$ cat src/rtl/uart_pkg.sv
// Shared UART definitions: receiver state encoding, oversampling constants and the divider helper.
package uart_pkg;

  localparam int OS_FACTOR  = 8;
  localparam int MID_SAMPLE = 3;
  localparam int DATA_BITS  = 8;

  typedef enum logic [2:0] {
    IDLE,
    START,
    DATA,
    PARITY,
    STOP,
    WAIT_HIGH
  } rx_state_t;

  // clk cycles per oversample tick, floored and clamped so the tick counter always runs.
  function automatic int os_div(input int freq, input int baud);
    int d;
    d = freq / (baud * OS_FACTOR);
    return (d < 1) ? 1 : d;
  endfunction

endpackage

$ cat src/rtl/uart_os_tick.sv
// Oversample enable generator: one-clk os_tick every OS_DIV cycles, realignable via clear.
module uart_os_tick #(
  parameter int OS_DIV = 2
) (
  input  logic clk,
  input  logic rst,
  input  logic clear,
  output logic os_tick
);

  localparam int            CW   = (OS_DIV > 1) ? $clog2(OS_DIV) : 1;
  localparam logic [CW-1:0] LAST = CW'(OS_DIV - 1);

  logic [CW-1:0] cnt;

  // NOTE: sequential state is written with <= so every flop updates from pre-edge values.
  always_ff @(posedge clk) begin
    if (rst || clear) begin
      cnt <= '0;
    end else if (cnt == LAST) begin
      cnt <= '0;
    end else begin
      cnt <= cnt + 1'b1;
    end
  end

  // A tick in the realignment cycle would land on the wrong boundary, so it is dropped.
  assign os_tick = (cnt == LAST) && !clear;

endmodule

$ cat src/rtl/uart_rx_os8.sv
// 8N1 UART receiver, 8x oversampling, valid/ready byte output with frame and overrun flags.
// Define UART_RX_PARITY_EN to add a parity bit (PARITY_ODD selects odd) and the parity_err output.
module uart_rx_os8
  import uart_pkg::*;
#(
  parameter int BAUD_RATE = 115200,
  parameter int FREQUENCY = 100000000
`ifdef UART_RX_PARITY_EN
  ,
  parameter bit PARITY_ODD = 1'b0
`endif
) (
  input  logic       clk,
  input  logic       rst,
  input  logic       rxd,
  output logic [7:0] rx_data,
  output logic       rx_valid,
  input  logic       rx_ready,
  output logic       frame_err,
  output logic       overrun_err,
`ifdef UART_RX_PARITY_EN
  output logic       parity_err,
`endif
  output logic       busy
);

  localparam int OS_DIV = os_div(FREQUENCY, BAUD_RATE);

  rx_state_t state, state_next;

  logic                 rxd_meta, rxd_sync, rxd_prev;
  logic                 start_edge;
  logic                 os_tick;
  logic [2:0]           os_cnt;
  logic                 mid_sample;
  logic [2:0]           bit_idx;
  logic [DATA_BITS-1:0] shift_reg;
  logic                 accept;

  logic start_det, shift_en, load_byte, overrun_evt, frame_evt;
`ifdef UART_RX_PARITY_EN
  logic parity_bit, par_en, parity_bad, parity_evt;
`endif

  // Two flops resolve metastability; the third gives the previous level for edge detection.
  always_ff @(posedge clk) begin
    if (rst) begin
      rxd_meta <= 1'b1;
      rxd_sync <= 1'b1;
      rxd_prev <= 1'b1;
    end else begin
      rxd_meta <= rxd;
      rxd_sync <= rxd_meta;
      rxd_prev <= rxd_sync;
    end
  end

  assign start_edge = rxd_prev & ~rxd_sync;
  assign mid_sample = os_tick && (os_cnt == 3'(MID_SAMPLE));
  assign accept     = rx_valid & rx_ready;
  assign busy       = (state != IDLE);

`ifdef UART_RX_PARITY_EN
  assign parity_bad = ((^shift_reg) ^ parity_bit) != PARITY_ODD;
`endif

  uart_os_tick #(
    .OS_DIV(OS_DIV)
  ) u_os_tick (
    .clk    (clk),
    .rst    (rst),
    .clear  (start_det),
    .os_tick(os_tick)
  );

  always_ff @(posedge clk) begin
    if (rst) begin
      state <= IDLE;
    end else begin
      state <= state_next;
    end
  end

  // NOTE: every signal driven here gets a default first, so no path can infer a latch.
  always_comb begin
    state_next  = state;
    start_det   = 1'b0;
    shift_en    = 1'b0;
    load_byte   = 1'b0;
    overrun_evt = 1'b0;
    frame_evt   = 1'b0;
`ifdef UART_RX_PARITY_EN
    par_en      = 1'b0;
    parity_evt  = 1'b0;
`endif
    case (state)
      IDLE: begin
        if (start_edge) begin
          start_det  = 1'b1;
          state_next = START;
        end
      end
      START: begin
        if (mid_sample) begin
          state_next = rxd_sync ? IDLE : DATA;
        end
      end
      DATA: begin
        if (mid_sample) begin
          shift_en = 1'b1;
          if (bit_idx == 3'(DATA_BITS - 1)) begin
`ifdef UART_RX_PARITY_EN
            state_next = PARITY;
`else
            state_next = STOP;
`endif
          end
        end
      end
`ifdef UART_RX_PARITY_EN
      PARITY: begin
        if (mid_sample) begin
          par_en     = 1'b1;
          state_next = STOP;
        end
      end
`endif
      STOP: begin
        if (mid_sample) begin
          if (!rxd_sync) begin
            frame_evt  = 1'b1;
            state_next = WAIT_HIGH;
          end else begin
            state_next = IDLE;
            // A byte being accepted this very cycle frees the output register for the new one.
`ifdef UART_RX_PARITY_EN
            if (parity_bad) begin
              parity_evt = 1'b1;
            end else if (!rx_valid || rx_ready) begin
              load_byte = 1'b1;
            end else begin
              overrun_evt = 1'b1;
            end
`else
            if (!rx_valid || rx_ready) begin
              load_byte = 1'b1;
            end else begin
              overrun_evt = 1'b1;
            end
`endif
          end
        end
      end
      WAIT_HIGH: begin
        if (rxd_sync) begin
          state_next = IDLE;
        end
      end
      default: state_next = IDLE;
    endcase
  end

  always_ff @(posedge clk) begin
    if (rst) begin
      os_cnt      <= '0;
      bit_idx     <= '0;
      shift_reg   <= '0;
      rx_data     <= '0;
      rx_valid    <= 1'b0;
      frame_err   <= 1'b0;
      overrun_err <= 1'b0;
`ifdef UART_RX_PARITY_EN
      parity_bit  <= 1'b0;
      parity_err  <= 1'b0;
`endif
    end else begin
      frame_err   <= frame_evt;
      overrun_err <= overrun_evt;
`ifdef UART_RX_PARITY_EN
      parity_err  <= parity_evt;
      if (par_en) begin
        parity_bit <= rxd_sync;
      end
`endif
      // os_cnt restarts at the start edge so count 3 lands mid-bit; it wraps freely afterwards.
      if (start_det) begin
        os_cnt <= '0;
      end else if (os_tick) begin
        os_cnt <= os_cnt + 3'd1;
      end

      if (start_det) begin
        bit_idx <= '0;
      end else if (shift_en) begin
        bit_idx <= bit_idx + 3'd1;
      end

      if (shift_en) begin
        shift_reg <= {rxd_sync, shift_reg[DATA_BITS-1:1]};
      end

      if (load_byte) begin
        rx_data  <= shift_reg;
        rx_valid <= 1'b1;
      end else if (accept) begin
        rx_valid <= 1'b0;
      end
    end
  end

endmodule
$ cat config.mk
export PLATFORM = sky130hd
export DESIGN_NAME = uart_rx_os8
export DESIGN_NICKNAME = d
export VERILOG_FILES = /design/src/rtl/uart_pkg.sv /design/src/rtl/uart_os_tick.sv /design/src/rtl/uart_rx_os8.sv
export SDC_FILE = /design/constraint.sdc
export NUM_CORES = 1
export LEC_CHECK = 0
export ABC_AREA = 1
export CAP_MARGIN = 25
export CORE_MARGIN = 2
export CORE_UTILIZATION = 49
export DETAILED_ROUTE_END_ITERATION = 10
export GPL_TIMING_DRIVEN = 0
export PLACE_DENSITY = 0.8
export SYNTH_ARGS = -nofsm -noshare
export SYNTH_HDL_FRONTEND = slang
export SYNTH_SLANG_ARGS = --single-unit
$ cat constraint.sdc
create_clock -name clk -period 1.5 [get_ports clk]
set_input_delay 0.15 -clock clk [delete_from_list [all_inputs] [get_ports clk]]
set_output_delay 0.15 -clock clk [all_outputs]
set_load 0.02 [all_outputs]
; ---- Word-level counts from Yosys, hierarchy flattened
; Index checks and enable logic that the tools add are counted.
[totals]
regBits = 38
in_bits = 4
output_inout_bits = 12
elab_cells = 68
[op_classes]
n_addsub = 3
eq_ne = 13
n_mux = 21
n_bitwise = 5
reduce_logical = 14
[ops]
columns = op, n
row1 = $mux W3, 7
row2 = $pmux W3 S5, 1
row3 = $mux W1, 12
row4 = $ne A2 B2 Y1 const B, 6
row5 = $eq A3 B3 Y1 const B, 3
row6 = $add A7 B1 Y7 const B, 1
row7 = $eq A7 B7 Y1 const B, 1
row8 = $add A3 B1 Y3 const B, 2
row9 = $eq A3 B2 Y1 const B, 2
row10 = $reduce_and A6 Y1, 1
row11 = $reduce_or A2 Y1, 2
row12 = $reduce_or A4 Y1, 1
row13 = $eq A3 B1 Y1 const B, 1
row14 = $logic_not A3 Y1, 1
row15 = $not A1 Y1, 3
row16 = $reduce_bool A3 Y1, 1
row17 = $reduce_or A3 Y1, 1
row18 = $and A1 B1 Y1, 2
row19 = $logic_and A1 B1 Y1, 2
row20 = $logic_not A1 Y1, 2
row21 = $logic_or A1 B1 Y1, 2
row22 = $mux W2, 1
row23 = $reduce_bool A2 Y1, 1

; ---- Logic depth before layout (Yosys ltp)
; Gate-level depths: netlist of run 1.
[logic_depth]
ltp_word = 10
ltp_mapped = 9
depth_no_buf = 9

; ---- Hierarchy
; Synthesis of run 1 repeated with hierarchy kept, for this count alone.
[hier_totals]
hier_cells = 209
hier_area_um2 = 1615.3
[modules_own_cells]
columns = mod, n_inst, cells_per_inst, area_each_um2
row1 = uart_rx_os8, 1, 162, 1282.5
row2 = uart_os_tick, 1, 47, 332.8

; ---- Least setup slack after synthesis of run 1
; No wires, ideal clock.
[synth_path]
path_kind = register -> register
start = reg u_os_tick.cnt[0]
end = reg rx_data[0]
setup_ns = 0.134
t_arrival_ns = 1.368
path_slack_ns = -0.002
stages_incl_launch_ff = 9
n_path_buf = 0
synth_period_minus_slack_ns = 1.502
path_cell_list = dfxtp_1 ha_1 nand3_2 nor2_4 nand3_4 nor2_4 nand2_2 nand2_1 a21oi_1
[synth_between]
elab_chain_len = 5
[synth_lines]
columns = element, line
row1 = from (decl), uart_os_tick.sv:14  ; logic [CW-1:0] cnt;
row2 = from (signal assigned), uart_os_tick.sv:23  ; cnt <= cnt + 1'b1;
row3 = $eq A7 B7 Y1, uart_os_tick.sv:28  ; assign os_tick = (cnt == LAST) && !clear;
row4 = $logic_and A1 B1 Y1, uart_os_tick.sv:28
row5 = $logic_and A1 B1 Y1, uart_rx_os8.sv:59  ; assign mid_sample = os_tick && (os_cnt == 3'(MID_SAMPLE));
row6 = $mux W1, uart_rx_os8.sv:129  ; if (mid_sample) begin
row7 = $mux W1, uart_rx_os8.sv:96  ; case (state)
row8 = to (signal assigned), uart_rx_os8.sv:203  ; rx_data <= shift_reg;
row9 = to (decl), uart_rx_os8.sv:16  ; output logic [7:0] rx_data,
; Every way passes these cells.
; A chain may end at the register's enable or synchronous reset.

; ---- Worst setup path in the final report of run 1
[layout_path]
start = reg u_os_tick.cnt[0]
end = reg rx_data[7]
; Same word-level chain as after synthesis.

==> run_summary.xml, run 1 <==
<?xml version="1.0" encoding="UTF-8"?>
<metrics>
  <group name="critical_path">
    <metric name="setup.reg_to_reg.worst_slack" unit="ns">0.01</metric>
    <metric name="critPathLaunchType" unit="">flop</metric>
    <metric name="critical_path_required" unit="ns">1.73</metric>
    <metric name="critical_path_peak_fanout" unit="">7</metric>
    <metric name="crit_path_end_kind" unit="">flop</metric>
    <metric name="crit_type" unit="">reg -&gt; reg</metric>
    <metric name="reg2regPathDepth" unit="">8</metric>
    <metric name="r2r-start" unit="">u_os_tick.cnt[0]</metric>
    <metric name="critPathArrivalTime" unit="ns">1.71</metric>
    <metric name="r2r_end" unit="">rx_data[7]</metric>
  </group>
  <group name="floorplanning">
    <metric name="initial_utilization" unit="%">51.64</metric>
    <metric name="die-height" unit="um">60.72</metric>
    <metric name="design.die.area" unit="um^2">3687</metric>
    <metric name="placeable_core_area" unit="um^2">3053</metric>
    <metric name="chipWidth" unit="um">60.72</metric>
    <metric name="ios" unit="">16</metric>
    <metric name="fp-row-count" unit="">20</metric>
  </group>
  <group name="cells_and_area">
    <metric name="final_core_util" unit="%">65.78</metric>
    <metric name="fillerInstances" unit="">269</metric>
    <metric name="final_design_area_no_fill" unit="um^2">2008</metric>
    <metric name="syn_to_layout_area_delta" unit="%">27.38</metric>
    <metric name="n_antenna_cell" unit="">0</metric>
    <metric name="most-common-layout-cells" unit="">sky130_fd_sc_hd__dfxtp_1 (34), sky130_fd_sc_hd__nand2_1 (32), sky130_fd_sc_hd__nor2_1 (23)</metric>
    <metric name="final_layout_size_suffix_gt1_share" unit="%">21.15</metric>
    <metric name="combined_area_of_the_multi_input_logic_cells" unit="um^2">800.8</metric>
    <metric name="final-seq-area" unit="um^2">768.2</metric>
    <metric name="final_common_cell" unit="">sky130_fd_sc_hd__dfxtp_1</metric>
    <metric name="finalNetCount" unit="">235</metric>
  </group>
  <group name="global_route">
    <metric name="grt_util_met2" unit="%">28.73</metric>
    <metric name="overflow" unit="">0</metric>
    <metric name="globalRouteMet1Util" unit="%">20.71</metric>
    <metric name="grt.busiest_layer" unit="">met2</metric>
    <metric name="first_global_vias" unit="">1148</metric>
    <metric name="global_route.usage.total" unit="%">17.67</metric>
    <metric name="grt_antenna_before_repair" unit="">0</metric>
    <metric name="grt_start_max_net_pins" unit="">12</metric>
    <metric name="grt_first_pass_wirelength" unit="um">4747</metric>
    <metric name="grt_use_met3" unit="%">5.757</metric>
  </group>
  <group name="routing">
    <metric name="detail_route.wl_per_cell" unit="um">10.90</metric>
    <metric name="count_of_nets_left_with_antenna_violations_after_detail_routing" unit="">0</metric>
    <metric name="drt_iter0_drc" unit="">39</metric>
    <metric name="drt_pre_antenna_iters" unit="">4</metric>
    <metric name="num_vias" unit="">1351</metric>
    <metric name="wirelength" unit="um">2953</metric>
    <metric name="detail_route.vias_per_cell" unit="">4.985</metric>
    <metric name="drcViolationCount" unit="">0</metric>
  </group>
  <group name="clock_network">
    <metric name="cts_htree_levels" unit="">2</metric>
    <metric name="clk_latency" unit="ns">0.35</metric>
    <metric name="tritoncts" unit="">built</metric>
    <metric name="root_buffer_master" unit="">sky130_fd_sc_hd__clkbuf_4</metric>
    <metric name="cts_made_buffers" unit="">5</metric>
    <metric name="clock_path_buffers" unit="">2</metric>
    <metric name="clkSlewWorstSetupHoldPaths" unit="ns">0.11</metric>
    <metric name="clock_sinks" unit="">38</metric>
  </group>
  <group name="yosys">
    <metric name="syn-instance-count" unit="">193</metric>
    <metric name="yosys.cell_types.count" unit="">26</metric>
    <metric name="netlist.top_cell.by_area" unit="">sky130_fd_sc_hd__dfxtp_1</metric>
    <metric name="post-synth-top-area-fraction" unit="%">48.25</metric>
    <metric name="yosys.area_share.adder" unit="%">3.968</metric>
    <metric name="synthesis.nets" unit="">202</metric>
    <metric name="synth_warn" unit="">0</metric>
    <metric name="synth_area" unit="um^2">1577</metric>
    <metric name="synth_compound_area_share" unit="%">11.43</metric>
    <metric name="synth-seq-cells" unit="">38</metric>
    <metric name="ys_seq_area_share" unit="%">48.25</metric>
    <metric name="main_combinational_cell_family_by_area_after_synthesis" unit="">simple AND/OR/NAND/NOR gates</metric>
    <metric name="synth.area.mux_share" unit="%">0</metric>
    <metric name="synth.area.top_cells" unit="">sky130_fd_sc_hd__dfxtp_1 (48%), sky130_fd_sc_hd__nand2_1 (8.1%), sky130_fd_sc_hd__a21oi_1 (6.3%), sky130_fd_sc_hd__nor2_1 (5.5%), sky130_fd_sc_hd__nand3_1 (4.1%)</metric>
    <metric name="synthesis.area_per_instance" unit="um^2">8.168</metric>
    <metric name="simple_gate_fraction_of_synth_area" unit="%">31.11</metric>
    <metric name="synth_xor_xnor_area_share" unit="%">0</metric>
  </group>
  <group name="timing">
    <metric name="layout_worst_path_cycle_share" unit="%">99.21</metric>
    <metric name="finalSetupViolations" unit="">0</metric>
    <metric name="rsz0062_at_grt" unit="">true</metric>
    <metric name="setup-tns-final" unit="ns">0</metric>
    <metric name="final_max_slew_viol_count" unit="">0</metric>
    <metric name="period_minus_slack" unit="ns">1.488</metric>
    <metric name="report.final.hold_viol_count" unit="">0</metric>
    <metric name="hold_ws" unit="ns">0.3699</metric>
    <metric name="normalized_max_slew_margin" unit="%">71.82</metric>
    <metric name="finClkSkew" unit="ns">0.006169</metric>
    <metric name="max_slew.worst_pin.slew" unit="ns">0.4227</metric>
    <metric name="maxClockFrequency" unit="MHz">672.0</metric>
    <metric name="post-route-worst-setup-slack" unit="ns">0.01181</metric>
  </group>
  <group name="place">
    <metric name="dp.final_hpwl" unit="um">1878</metric>
    <metric name="placedInstanceArea" unit="um^2">1787</metric>
    <metric name="number_of_buffers_added_on_ports" unit="">15</metric>
    <metric name="detailedPlace.worstSlack" unit="ns">-0.1459</metric>
    <metric name="gpl.final_weighted_congestion" unit="">0.8301</metric>
  </group>
  <group name="run">
    <metric name="drv_cap" unit="">0</metric>
  </group>
  <group name="hold_path">
    <metric name="timing.hold.worst.class" unit="">in -&gt; reg</metric>
    <metric name="min_to" unit="">rxd_meta</metric>
    <metric name="hold_path_depth" unit="">2</metric>
    <metric name="hold_path_startpoint" unit="">rxd</metric>
  </group>
  <group name="pwr">
    <metric name="vdd_drop_max" unit="uV">711.6</metric>
    <metric name="power-per-cell-area" unit="nW/um^2">1093</metric>
    <metric name="p_leak" unit="nW">0.8540</metric>
  </group>
  <group name="run_status">
    <metric name="status" unit="">finished, final reports clean</metric>
  </group>
</metrics>
routing by layer:
layer	wire (um)	vias up
met1	1385	604
met4	57	0
met5	0	-
met3	157	5
li1	-	715
met2	1354	27
final cells by class:
class / count / share of cell area, %
plain buffers: 3 / 0.9346
clock buffers: 7 / 2.243
clock inverters: 1 / 1.495
inverters: 17 / 3.364
multi-input cells: 137 / 39.88
flip-flops and latches: 38 / 38.26
well taps: 44 / 2.741
repair buffers: 24 / 11.09
worst max-delay path by stage:
stage | endpoint | start | slack, ns | depth (start not counted)
6_report | rx_data[7] | u_os_tick.cnt[0] | 0.01 | 8
5_1_grt | rx_data[2] | u_os_tick.cnt[0] | -0.09 | 8
4_1_cts | rx_data[6] | u_os_tick.cnt[1] | 0.002 | 8
3_5_place_dp | rx_data[7] | u_os_tick.cnt[0] | -0.15 | 8
3_3_place_gp | rx_data[3] | u_os_tick.cnt[0] | -0.13 | 8
2_1_floorplan | rx_data[0] | u_os_tick.cnt[0] | 0.02 | 8
Yosys cell counts (all sizes together):
cell type and n:
nor2 27, nand3b 1, nor3b 2, buf 1, dfxtp 38, o21a 1
ha 5, nand4 3, nor3 4, or2 4, nand3 17, clkinv 1
nor4 1, nand2 35, a21oi 21, inv 16, o21ai 11, clkbuf 2
and3 2, a311oi 1
cells by family after synthesis:
family	after synthesis
buffers and inverters	20
adders and majority gates	5
DFF	38
AOI/OAI and AO/OA	34
and+or+nand+nor	96
where the power goes:
part	internal, mW	switching (mW)	total [mW]
sequential	1.05	0.0458	1.10
combinational	0.152	0.263	0.415
clock	0.354	0.331	0.684
worst max-delay path: stages (launching register included):
cell                      delay (ns)
sky130_fd_sc_hd__dfxtp_4        0.37
sky130_fd_sc_hd__ha_4           0.15
sky130_fd_sc_hd__nand3_4        0.06
sky130_fd_sc_hd__nor2_4         0.14
sky130_fd_sc_hd__nand3_4        0.15
sky130_fd_sc_hd__nor2_4         0.26
sky130_fd_sc_hd__nand2_4        0.10
sky130_fd_sc_hd__nand2_1        0.08
sky130_fd_sc_hd__a21oi_1        0.06
repair_timing:
action | in CTS | in global routing
buffers inserted | 3 | 5
gates cloned | 2 | 1
endpoints found under the setup margin | 24 | 29
hold buffers | 0 | 0
pin swaps | 6 | 9
gates resized for setup | 6 | 22
stage by stage:
step           instances  power (mW)
2_1_floorplan        193       1.384
3_3_place_gp         252       1.473
3_5_place_dp         252       1.478
4_1_cts              265       2.166
5_1_grt              271       2.295
6_report             271       2.194
Power figures use the tool's default switching activity.
==> run 2: changes to the inputs <==
- CAP_MARGIN: 25 -> 20
- CORE_UTILIZATION: 49 -> 52
- CTS_BUF_LIST: not set -> sky130_fd_sc_hd__clkbuf_2
- PLACE_DENSITY: 0.8 -> 0.84
==> run_summary.xml, run 2 (same netlist as run 1, synthesis figures left out) <==
<?xml version="1.0" encoding="UTF-8"?>
<metrics>
  <group name="clock_network">
    <metric name="clk_latency" unit="ns">0.41</metric>
    <metric name="cts_made_buffers" unit="">5</metric>
    <metric name="root_buffer_master" unit="">sky130_fd_sc_hd__clkbuf_2</metric>
    <metric name="tritoncts" unit="">built</metric>
    <metric name="cts_htree_levels" unit="">2</metric>
    <metric name="clkSlewWorstSetupHoldPaths" unit="ns">0.19</metric>
    <metric name="clock_sinks" unit="">38</metric>
    <metric name="clock_path_buffers" unit="">2</metric>
    <metric name="ctsHoldBuffers" unit="">0</metric>
  </group>
  <group name="critical_path">
    <metric name="crit_path_end_kind" unit="">flop</metric>
    <metric name="worstPathCellList" unit="">ha_4 -&gt; nand3_4 -&gt; nor2_4 -&gt; nand3_4 -&gt; nor2_4 -&gt; buf_6 -&gt; o21ai_0 -&gt; nor2_1</metric>
    <metric name="setup.reg_to_reg.worst_slack" unit="ns">0.03</metric>
    <metric name="critical_path_peak_fanout" unit="">6</metric>
    <metric name="crit_type" unit="">reg -&gt; reg</metric>
    <metric name="worst_path_largest_cell_delay" unit="ns">0.39</metric>
    <metric name="critical_path_required" unit="ns">1.84</metric>
    <metric name="critPathLaunchType" unit="">flop</metric>
    <metric name="slowest_stage" unit="">sky130_fd_sc_hd__dfxtp_2</metric>
    <metric name="critPathArrivalTime" unit="ns">1.81</metric>
  </group>
  <group name="timing">
    <metric name="report.final.hold_viol_count" unit="">0</metric>
    <metric name="hold_ws" unit="ns">0.3036</metric>
    <metric name="period_minus_slack" unit="ns">1.469</metric>
    <metric name="max_slew.worst_pin.slew" unit="ns">0.4281</metric>
    <metric name="finalSetupViolations" unit="">0</metric>
    <metric name="post-route-worst-setup-slack" unit="ns">0.03104</metric>
    <metric name="finClkSkew" unit="ns">0.02220</metric>
    <metric name="normalized_max_slew_margin" unit="%">71.46</metric>
    <metric name="maxClockFrequency" unit="MHz">680.8</metric>
    <metric name="rsz0062_at_grt" unit="">true</metric>
    <metric name="final_max_slew_viol_count" unit="">0</metric>
    <metric name="layout_worst_path_cycle_share" unit="%">97.93</metric>
    <metric name="setup-tns-final" unit="ns">0</metric>
  </group>
  <group name="routing">
    <metric name="drcViolationCount" unit="">0</metric>
    <metric name="num_vias" unit="">1400</metric>
    <metric name="drt_pre_antenna_iters" unit="">4</metric>
    <metric name="count_of_nets_left_with_antenna_violations_after_detail_routing" unit="">0</metric>
    <metric name="drt_iter0_drc" unit="">55</metric>
    <metric name="wirelength" unit="um">3020</metric>
    <metric name="detail_route.vias_per_cell" unit="">5.426</metric>
    <metric name="detail_route.wl_per_cell" unit="um">11.71</metric>
  </group>
  <group name="cells_and_area">
    <metric name="most-common-layout-cells" unit="">sky130_fd_sc_hd__nand2_1 (33), sky130_fd_sc_hd__dfxtp_1 (32), sky130_fd_sc_hd__nor2_1 (22)</metric>
    <metric name="finalNetCount" unit="">235</metric>
    <metric name="n_antenna_cell" unit="">0</metric>
    <metric name="fillerInstances" unit="">231</metric>
    <metric name="final-instance-count-excl-fill" unit="">258</metric>
    <metric name="final_design_area_no_fill" unit="um^2">1946</metric>
    <metric name="final_core_util" unit="%">68.77</metric>
    <metric name="final_layout_size_suffix_gt1_share" unit="%">22.91</metric>
    <metric name="syn_to_layout_area_delta" unit="%">23.41</metric>
    <metric name="final_common_cell" unit="">sky130_fd_sc_hd__nand2_1</metric>
  </group>
  <group name="place">
    <metric name="dp.final_hpwl" unit="um">1851</metric>
    <metric name="placedCellCount" unit="">239</metric>
    <metric name="gpl.final_weighted_congestion" unit="">0.8799</metric>
    <metric name="detailedPlace.worstSlack" unit="ns">-0.1343</metric>
    <metric name="number_of_buffers_added_on_ports" unit="">15</metric>
    <metric name="placedInstanceArea" unit="um^2">1770</metric>
  </group>
  <group name="floorplanning">
    <metric name="die-height" unit="um">59.06</metric>
    <metric name="ios" unit="">16</metric>
    <metric name="initial_utilization" unit="%">55.73</metric>
    <metric name="design.die.area" unit="um^2">3488</metric>
    <metric name="chipWidth" unit="um">59.06</metric>
    <metric name="fp-row-count" unit="">19</metric>
    <metric name="placeable_core_area" unit="um^2">2829</metric>
  </group>
  <group name="pwr">
    <metric name="vdd_drop_max" unit="uV">575.2</metric>
    <metric name="cell_internal_pwr" unit="mW">1.319</metric>
    <metric name="pwr-share-seq" unit="%">56.0</metric>
    <metric name="clockPowerShare" unit="%">22.6</metric>
    <metric name="sw_frac_of_total" unit="%">33.03</metric>
    <metric name="combPwrFrac" unit="%">21.4</metric>
    <metric name="switching_power" unit="mW">0.6507</metric>
    <metric name="power" unit="mW">1.970</metric>
    <metric name="p_leak" unit="nW">0.8712</metric>
    <metric name="power-per-cell-area" unit="nW/um^2">1012</metric>
  </group>
  <group name="hold_path">
    <metric name="timing.hold.worst.class" unit="">in -&gt; reg</metric>
  </group>
  <group name="run_status">
    <metric name="status" unit="">finished, final reports clean</metric>
  </group>
  <group name="global_route">
    <metric name="global_route.usage.total" unit="%">18.91</metric>
    <metric name="grt_start_max_net_pins" unit="">13</metric>
    <metric name="grt_antenna_before_repair" unit="">0</metric>
    <metric name="overflow" unit="">0</metric>
    <metric name="first_global_vias" unit="">1165</metric>
    <metric name="grt_first_pass_wirelength" unit="um">4905</metric>
  </group>
  <group name="run">
    <metric name="drv_cap" unit="">0</metric>
  </group>
</metrics>
==> run 2: cell count changes in the layout (fill, tap and decap cells not counted), moves of 5 or more <==
cell / before / now
sky130_fd_sc_hd__clkbuf_4: 5 / 0
sky130_fd_sc_hd__clkbuf_2: 0 / 5
sky130_fd_sc_hd__o21ai_0: 5 / 10
sky130_fd_sc_hd__o21ai_1: 5 / 0
sky130_fd_sc_hd__dlygate4sd2_1: 1 / 11
sky130_fd_sc_hd__clkdlybuf4s50_1: 13 / 3
==> run 2: worst max-delay path, delay by kind of cell, from the launching register on <==
kind                     cells  cell delay, ns
AND/OR/NAND/NOR              5            0.63
flip-flops                   1            0.39
adder cells (fa/ha/maj)      1            0.16
buffers and inverters        1            0.15
AO/OA/AOI/OAI                1            0.08
==> run 2: what timing repair did <==
item,CTS,global route
gates resized for setup,21,18
cloned,2,0
buffers inserted,5,4
pin swaps,5,7
endpoints found under the setup margin,35,31
==> run 2: area by class of cell <==
cell class | count | area (um^2) | share of cell area, %
Tap cell | 31 | 38.79 | 1.994
Sequential cell | 38 | 770.7 | 39.61
Clock inverter | 3 | 16.27 | 0.8360
Clock buffer | 5 | 25.02 | 1.286
Inverter | 17 | 67.56 | 3.473
Timing Repair Buffer | 25 | 214.0 | 11.00
Multi-Input combinational cell | 136 | 794.5 | 40.84
Buffer | 3 | 18.77 | 0.9646
==> run 2: final timing paths <==
kind | start | to | cells past startpoint
worst min register to register | rxd_meta | rxd_sync | 1
worst max-delay path | u_os_tick.cnt[1] | shift_reg[3] | 8
worst min-delay path | rxd | rxd_meta | 2
worst max register to register | u_os_tick.cnt[1] | shift_reg[3] | 8
==> run 2: power by group through the flow <==
stage	Combinational [mW]	Clock [mW]	Sequential (mW)
final	0.421	0.445	1.10
after global routing	0.473	0.489	1.11
after CTS	0.378	0.457	1.09
after detailed placement	0.370	0	1.11
after global placement	0.368	0	1.11
after floorplan	0.284	0	1.10
==> run 2: per-layer routing <==
layer  wire length [um]  vias to the layer above  global-route usage [%]
li1                   -                      713                       -
met1               1323                      629                   22.21
met2               1436                       50                   30.48
met3                185                        8                   5.240
met4                 76                        0                   11.69
met5                  0                        -                       0
